File: config.mk
export PLATFORM = sky130hd
export DESIGN_NAME = pipe_ctl_fsm
export DESIGN_NICKNAME = d
export VERILOG_FILES = /design/src/rtl/pipe_ctl_fsm_pkg.sv /design/src/rtl/pipe_ctl_fsm_dly_cnt.sv /design/src/rtl/pipe_ctl_fsm.sv
export SDC_FILE = /design/constraint.sdc
export NUM_CORES = 1
export LEC_CHECK = 0
export ABC_AREA = 1
export CORE_ASPECT_RATIO = 1.2
export CORE_MARGIN = 2
export CORE_UTILIZATION = 53
export CTS_BUF_LIST = sky130_fd_sc_hd__clkbuf_8
export DETAILED_ROUTE_END_ITERATION = 12
export PLACE_DENSITY = 0.88
export SYNTH_ARGS = -nofsm -noshare
export SYNTH_HDL_FRONTEND = slang
export SYNTH_SLANG_ARGS = --single-unit
File: constraint.sdc
create_clock -name clk -period 2.7 [get_ports clk]
set_clock_uncertainty 0.15 [all_clocks]
set_input_delay 0.675 -clock clk [delete_from_list [all_inputs] [get_ports clk]]
set_output_delay 0.675 -clock clk [all_outputs]
set_load 0.005 [all_outputs]
File: src/rtl/pipe_ctl_fsm_pkg.sv
`default_nettype none
// ============================================================================
// Module   : pipe_ctl_fsm_pkg
// Purpose  : Shared definitions for the mips789 pipeline controller: state
//            encodings, ID-stage command codes, PC pre-control codes and the
//            Moore output decode used by the control FSM.
// Revision : 1.0 - initial release
// ============================================================================
package pipe_ctl_fsm_pkg;

    // Controller states; all eight 3-bit codes are assigned.
    typedef enum logic [2:0] {
        ST_RST  = 3'd0,
        ST_IDLE = 3'd1,
        ST_NOI  = 3'd2,
        ST_CUR  = 3'd3,
        ST_MD   = 3'd4,
        ST_LD   = 3'd5,
        ST_IRQ  = 3'd6,
        ST_RET  = 3'd7
    } state_e;

    // ID-stage command codes (0 and 7 both mean "no command").
    localparam logic [2:0] ID_CUR = 3'd1;
    localparam logic [2:0] ID_MUL = 3'd2;
    localparam logic [2:0] ID_DIV = 3'd3;
    localparam logic [2:0] ID_RET = 3'd4;
    localparam logic [2:0] ID_LD  = 3'd5;
    localparam logic [2:0] ID_NOI = 3'd6;

    // One-hot PC pre-control codes.
    localparam logic [3:0] PC_IGN = 4'd1;
    localparam logic [3:0] PC_KEP = 4'd2;
    localparam logic [3:0] PC_IRQ = 4'd4;
    localparam logic [3:0] PC_RST = 4'd8;

    // Bundle of all state-decoded control outputs.
    typedef struct packed {
        logic [3:0] pc;
        logic       ins_clr;
        logic       ins_cls;
        logic       ctl_clr;
        logic       ctl_cls;
        logic       ra2exec_clr;
        logic       nop;
    } ctl_out_t;

    // Moore output table, one row per state.
    function automatic ctl_out_t decode_state(input state_e st);
        ctl_out_t o;
        o = '{pc: PC_IGN, default: 1'b0};
        case (st)
            ST_RST:  o = '{pc: PC_RST, ins_clr: 1'b1, ins_cls: 1'b0, ctl_clr: 1'b1,
                           ctl_cls: 1'b0, ra2exec_clr: 1'b1, nop: 1'b1};
            ST_CUR:  o = '{pc: PC_KEP, ins_clr: 1'b0, ins_cls: 1'b1, ctl_clr: 1'b0,
                           ctl_cls: 1'b1, ra2exec_clr: 1'b1, nop: 1'b1};
            ST_MD:   o = '{pc: PC_KEP, ins_clr: 1'b1, ins_cls: 1'b0, ctl_clr: 1'b1,
                           ctl_cls: 1'b0, ra2exec_clr: 1'b0, nop: 1'b1};
            ST_LD:   o = '{pc: PC_KEP, ins_clr: 1'b1, ins_cls: 1'b0, ctl_clr: 1'b1,
                           ctl_cls: 1'b0, ra2exec_clr: 1'b0, nop: 1'b0};
            ST_IRQ:  o = '{pc: PC_IRQ, ins_clr: 1'b1, ins_cls: 1'b0, ctl_clr: 1'b1,
                           ctl_cls: 1'b0, ra2exec_clr: 1'b1, nop: 1'b0};
            default: o = '{pc: PC_IGN, default: 1'b0};  // IDLE, NOI, RET
        endcase
        return o;
    endfunction

endpackage
`default_nettype wire

File: src/rtl/pipe_ctl_fsm_dly_cnt.sv
`default_nettype none
// ============================================================================
// Module   : pipe_ctl_fsm_dly_cnt
// Purpose  : Loadable down-counter timing multi-cycle stalls. Load wins over
//            decrement; the count saturates at zero instead of wrapping.
// Revision : 1.0 - initial release
// ============================================================================
module pipe_ctl_fsm_dly_cnt #(
    parameter int CNT_W = 6
) (
    input  logic             clk,
    input  logic             rst,
    input  logic             load,
    input  logic [CNT_W-1:0] load_val,
    input  logic             dec,
    output logic             zero
);

    localparam logic [CNT_W-1:0] ONE = CNT_W'(1);

    logic [CNT_W-1:0] cnt_d;
    logic [CNT_W-1:0] cnt_q;

    // Next count: load, or step down while non-zero.
    always_comb begin
        cnt_d = cnt_q;
        if (load) begin
            cnt_d = load_val;
        end else if (dec && (cnt_q != '0)) begin
            cnt_d = cnt_q - ONE;
        end
    end

    // Count register, cleared by the active-low asynchronous reset.
    always_ff @(posedge clk or negedge rst) begin
        if (!rst) begin
            cnt_q <= '0;
        end else begin
            cnt_q <= cnt_d;
        end
    end

    assign zero = (cnt_q == '0);

endmodule
`default_nettype wire

File: src/rtl/pipe_ctl_fsm.sv
`default_nettype none
// ============================================================================
// Module   : pipe_ctl_fsm
// Purpose  : mips789 pipeline-control FSM. Decodes the ID-stage command,
//            drives ID->RA / RA->EXEC clear/hold strobes and PC pre-control,
//            accepts one masked, prioritised interrupt at a time and times
//            MUL/DIV/LD stalls (optionally cut short by md_done).
// Revision : 1.0 - initial release
// ============================================================================
module pipe_ctl_fsm
    import pipe_ctl_fsm_pkg::*;
#(
    parameter int N_IRQ      = 4,
    parameter int MUL_DLY    = 35,
    parameter int DIV_DLY    = 38,
    parameter int LD_DLY     = 1,
    parameter int EARLY_EXIT = 1,
    parameter int IRQ_W      = (N_IRQ > 1) ? $clog2(N_IRQ) : 1
) (
    input  logic             clk,
    input  logic             rst,
    input  logic [2:0]       id_cmd,
    input  logic [N_IRQ-1:0] irq,
    input  logic [N_IRQ-1:0] irq_mask,
    input  logic             md_done,
    output logic [3:0]       pc_prectl,
    output logic             id2ra_ins_clr,
    output logic             id2ra_ins_cls,
    output logic             id2ra_ctl_clr,
    output logic             id2ra_ctl_cls,
    output logic             ra2exec_ctl_clr,
    output logic             zz_is_nop,
    output logic             iack,
    output logic [IRQ_W-1:0] irq_id
);

    localparam int MAX_MD  = (MUL_DLY > DIV_DLY) ? MUL_DLY : DIV_DLY;
    localparam int MAX_DLY = (MAX_MD > LD_DLY) ? MAX_MD : LD_DLY;
    localparam int CNT_W   = (MAX_DLY > 1) ? $clog2(MAX_DLY) : 1;

    // The counter is loaded with DLY-1 so that the stall state lasts DLY cycles.
    localparam logic [CNT_W-1:0] MUL_LOAD = CNT_W'(MUL_DLY - 1);
    localparam logic [CNT_W-1:0] DIV_LOAD = CNT_W'(DIV_DLY - 1);
    localparam logic [CNT_W-1:0] LD_LOAD  = CNT_W'(LD_DLY - 1);

    state_e           state_d,  state_q;
    logic             in_isr_d, in_isr_q;
    logic [IRQ_W-1:0] irq_id_d, irq_id_q;
    ctl_out_t         outs_d,   outs_q;

    logic [N_IRQ-1:0] pend;
    logic             pend_any;
    logic [IRQ_W-1:0] pend_idx;
    logic             cnt_load;
    logic [CNT_W-1:0] cnt_val;
    logic             cnt_dec;
    logic             cnt_zero;

    assign pend     = irq & ~irq_mask;
    assign pend_any = |pend;

    // Priority encoder: lowest-numbered unmasked request wins.
    always_comb begin
        pend_idx = '0;
        for (int i = N_IRQ - 1; i >= 0; i--) begin
            if (pend[i]) begin
                pend_idx = IRQ_W'(i);
            end
        end
    end

    // Stall timer shared by the MUL/DIV and LD states.
    pipe_ctl_fsm_dly_cnt #(
        .CNT_W    (CNT_W)
    ) u_dly_cnt (
        .clk      (clk),
        .rst      (rst),
        .load     (cnt_load),
        .load_val (cnt_val),
        .dec      (cnt_dec),
        .zero     (cnt_zero)
    );

    // Next-state, interrupt bookkeeping and timer control.
    always_comb begin
        state_d  = state_q;
        in_isr_d = in_isr_q;
        irq_id_d = irq_id_q;
        cnt_load = 1'b0;
        cnt_val  = '0;
        cnt_dec  = 1'b0;
        case (state_q)
            ST_RST: state_d = ST_IDLE;
            ST_IDLE, ST_NOI: begin
                if (pend_any && !in_isr_q) begin
                    state_d  = ST_IRQ;
                    in_isr_d = 1'b1;
                    irq_id_d = pend_idx;
                end else begin
                    case (id_cmd)
                        ID_NOI: state_d = ST_NOI;
                        ID_CUR: state_d = ST_CUR;
                        ID_MUL: begin
                            state_d  = ST_MD;
                            cnt_load = 1'b1;
                            cnt_val  = MUL_LOAD;
                        end
                        ID_DIV: begin
                            state_d  = ST_MD;
                            cnt_load = 1'b1;
                            cnt_val  = DIV_LOAD;
                        end
                        ID_LD: begin
                            state_d  = ST_LD;
                            cnt_load = 1'b1;
                            cnt_val  = LD_LOAD;
                        end
                        ID_RET: begin
                            state_d  = ST_RET;
                            in_isr_d = 1'b0;
                        end
                        default: state_d = ST_IDLE;
                    endcase
                end
            end
            ST_CUR: state_d = ST_NOI;
            ST_IRQ: state_d = ST_IDLE;
            ST_RET: state_d = ST_IDLE;
            ST_MD: begin
                if ((EARLY_EXIT != 0) && md_done) begin
                    state_d = ST_IDLE;
                end else if (cnt_zero) begin
                    state_d = ST_IDLE;
                end else begin
                    cnt_dec = 1'b1;
                end
            end
            ST_LD: begin
                if (cnt_zero) begin
                    state_d = ST_IDLE;
                end else begin
                    cnt_dec = 1'b1;
                end
            end
            default: state_d = ST_RST;
        endcase
        outs_d = decode_state(state_d);
    end

    // State, ISR flag, accepted id and registered Moore outputs.
    always_ff @(posedge clk or negedge rst) begin
        if (!rst) begin
            state_q  <= ST_RST;
            in_isr_q <= 1'b0;
            irq_id_q <= '0;
            outs_q   <= decode_state(ST_RST);
        end else begin
            state_q  <= state_d;
            in_isr_q <= in_isr_d;
            irq_id_q <= irq_id_d;
            outs_q   <= outs_d;
        end
    end

    assign pc_prectl       = outs_q.pc;
    assign id2ra_ins_clr   = outs_q.ins_clr;
    assign id2ra_ins_cls   = outs_q.ins_cls;
    assign id2ra_ctl_clr   = outs_q.ctl_clr;
    assign id2ra_ctl_cls   = outs_q.ctl_cls;
    assign ra2exec_ctl_clr = outs_q.ra2exec_clr;
    assign zz_is_nop       = outs_q.nop;
    assign iack            = in_isr_q;
    assign irq_id          = irq_id_q;

endmodule
`default_nettype wire

==> out/metrics.csv <==
stage,metric,value,unit
sta,RSZ-0062 raised after global routing,no,
route,routed length per placed instance,12.7,um
route,1st-pass router iterations,4,
route,DRC,0,
global_routing,largest net degree at the start of global routing,21,
clock_network,clock-pin slew on the worst setup and hold paths,80,ps
clock_network,worst-skew pair later-pin latency,260,ps
pwr,final total power,0.00165,W
sta,Fin Hold WS,341,ps
sta,Final min period,2350,ps
floorplanning,io pins,27,
critical_path,CP Class,input pin to register,
yosys,Synth warnings,0,
placement,# port buffers,26,
global_routing,first-pass GRT wire length,3860,um
final_layout,"most common cell after layout, fill and taps aside",nand2_1,
clock_network,Hold Buf Count CTS,0,
pwr,Max VDD drop,0.685,mV
final_layout,share of layout cells above drive strength 1,9.88,%
flow_run,Max Cap Violations,0,
route,DR vias/cell,5.27,
yosys,register area share after synthesis,47.7,%
global_routing,aggregate global routing overflow,0,
floorplanning,core area,1870,sq um
yosys,post-synthesis xor/xnor area fraction,0.826,%
final_layout,synth-to-layout area growth,32.8,%
yosys,Syn Nets,158,
clock_network,deepest clock path buffer count,2,
sta,final setup violation count,0,
critical_path,crit end category,register,
yosys,syn avg cell area,7.41,sq um
clock_network,clk root buf,clkbuf_8,
clock_network,CTS tree,built,
yosys,mux cell area share after synthesis,0,%
yosys,Post-Synth Adder-Cell Area,1.18,%
route,final wirelength,2420,um
clock_network,Num Clock Sinks,20,
hold_path,worst min-delay path category,register to register,
yosys,Netlist cell types,20,
global_routing,Global Route Usage Sum,22.8,%
floorplanning,row count,17,
final_layout,most frequent cells in the layout,"43 x nand2_1, 26 x inv_1, 26 x clkdlybuf4s50_1",
yosys,synthesized flop and latch total,20,
critical_path,Setup crit start kind,input pin,
yosys,Synth Instances,143,
critical_path,WP data arrival,2350,ps
route,post-route ant nets,0,
pwr,Pwr Density,1170,nW/um^2
yosys,Post-Syn Area,1060,sq um
floorplanning,initial core utilization,56.6,%
pwr,Pleak,0.753,nW
placement,detailed placement HPWL,1790,um
sta,Worst Tran Pin Value,492,ps
status,run status,completed,
yosys,Synth Area in Simple Gates,30.9,%
route,initial drt markers,29,
clock_network,htree depth,1,
clock_network,post-CTS setup buffer count,0,
final_layout,Filler cells,148,
sta,"Hold Violations, Final",0,
yosys,largest family of logic cells by synthesized area,simple AND/OR/NAND/NOR gates,
global_routing,initial antenna violation count,0,
sta,Fmax,425,MHz
floorplanning,chip height,53.0,um
sta,final worst path period share,87.1,%
sta,setup TNS,0,ps
floorplanning,Die W,44.8,um
final_layout,Nets,188,
critical_path,"Req. time, crit path",2700,ps
critical_path,Critical Path Fanout Max,7,
yosys,Synth Area in Compound Gates,8.38,%
final_layout,Ant. Diodes,0,
clock_network,PostCTS Resize Cnt,0,
clock_network,CTS Buf Count,3,
placement,RePlAce Congestion,0.853,
route,vias post-DR,1007,
sta,relative slew slack,66.9,%
final_layout,Final Core Density,75.2,%
floorplanning,die area,2370,sq um
sta,Max Slew Vio Count,0,
global_routing,vias in the first global route,913,
-- cell families (layout without fill, tap and decap cells) --
group	count (synthesis)	after routing
compound gates	16	16
xor+xnor	1	1
fa+ha+maj	1	1
buf+inv	28	57
flops	20	20
other cells	1	1
simple gates	76	76
-- synth_stat cells --
cell type | count | area [sq um]
a21oi_1 | 3 | 15.0
a21oi_2 | 1 | 8.76
buf_4 | 2 | 15.0
conb_1 | 1 | 3.75
dfrtp_1 | 16 | 400
dfstp_2 | 4 | 105
ha_1 | 1 | 12.5
inv_1 | 26 | 97.6
nand2_1 | 43 | 161
nand2_2 | 6 | 37.5
nand3_1 | 13 | 65.1
nand3b_1 | 1 | 7.51
nand4_1 | 1 | 6.26
nor2_1 | 9 | 33.8
nor2_2 | 1 | 6.26
nor3_1 | 2 | 10.0
o21a_1 | 1 | 7.51
o21ai_0 | 10 | 50.1
o31ai_1 | 1 | 7.51
xor2_1 | 1 | 8.76
-- per-stage QoR --
| stage | cell area (sq um) | std cells | worst slack [ps] |
|---|---|---|---|
| after floorplan | 1060 | 143 | 892 |
| after global placement | 1340 | 187 | 283 |
| after detailed placement | 1340 | 187 | 198 |
| after CTS | 1410 | 191 | 400 |
| after global routing | 1410 | 191 | 253 |
| final | 1410 | 191 | 348 |
-- final timing paths --
path                                             from                             end  slack (ps)  cells after the start
worst min register to register  irq_id[1]$_DFFE_PN0P_           irq_id[1]$_DFFE_PN0P_         340                      1
worst max-delay path                        id_cmd[1]  u_dly_cnt.cnt_q[2]$_DFFE_PN0P_         350                     10
worst min-delay path            irq_id[1]$_DFFE_PN0P_           irq_id[1]$_DFFE_PN0P_         340                      1
worst max register to register   state_q[0]$_DFF_PN0_  u_dly_cnt.cnt_q[2]$_DFFE_PN0P_         910                      9
max in group asynchronous                         rst         id2ra_ctl_clr$_DFF_PN1_        1540                      2
min in group asynchronous                         rst          pc_prectl[1]$_DFF_PN0_         590                      2
-- critical path, stage by stage --
cell and delay, ps:
clkdlybuf4s50_1 550, inv_1 80, nor2_1 210, o21ai_0 130, nor2_1 130, nand2_1 170, nand2_2 170, inv_1 90
nand2_1 70, nand2_1 60
-- cell type report --
class                           count  area [sq um]  share of cell area, %
Sequential cell                    20           505                   35.9
Multi-Input combinational cell     95           442                   31.4
Timing Repair Buffer               27           268                   19.0
Inverter                           26          97.6                   6.93
Clock buffer                        3          41.3                   2.93
Clock inverter                      1          30.0                   2.13
Tap cell                           19          23.8                   1.69
-- per-layer routing --
| layer | part of all wire [%] | global-route usage (%) | vias to the layer above |
|---|---|---|---|
| li1 | - | - | 497 |
| met1 | 39 | 25.9 | 460 |
| met2 | 54 | 41.5 | 46 |
| met3 | 4.5 | 3.41 | 4 |
| met4 | 1.6 | 9.31 | 0 |
| met5 | 0 | 0 | - |
-- report_power, final --
| group | switching [W] | internal (W) | total, W |
|---|---|---|---|
| clock | 0.000103 | 0.000198 | 0.000301 |
| sequential | 0.0000713 | 0.000452 | 0.000523 |
| combinational | 0.000472 | 0.000356 | 0.000828 |
| total | 0.000646 | 0.00101 | 0.00165 |
-- flip-flops by register name (all words and copies together), names as in the netlist --
| register | count |
|---|---|
| id2ra_ctl_clr | 1 |
| irq_id | 2 |
| ra2exec_ctl_clr | 1 |
| state_q | 3 |
| id2ra_ctl_cls | 1 |
| u_dly_cnt.cnt_q | 6 |
| zz_is_nop | 1 |
| pc_prectl | 4 |
| iack | 1 |
Note: power is estimated with default switching activity, not from simulation.
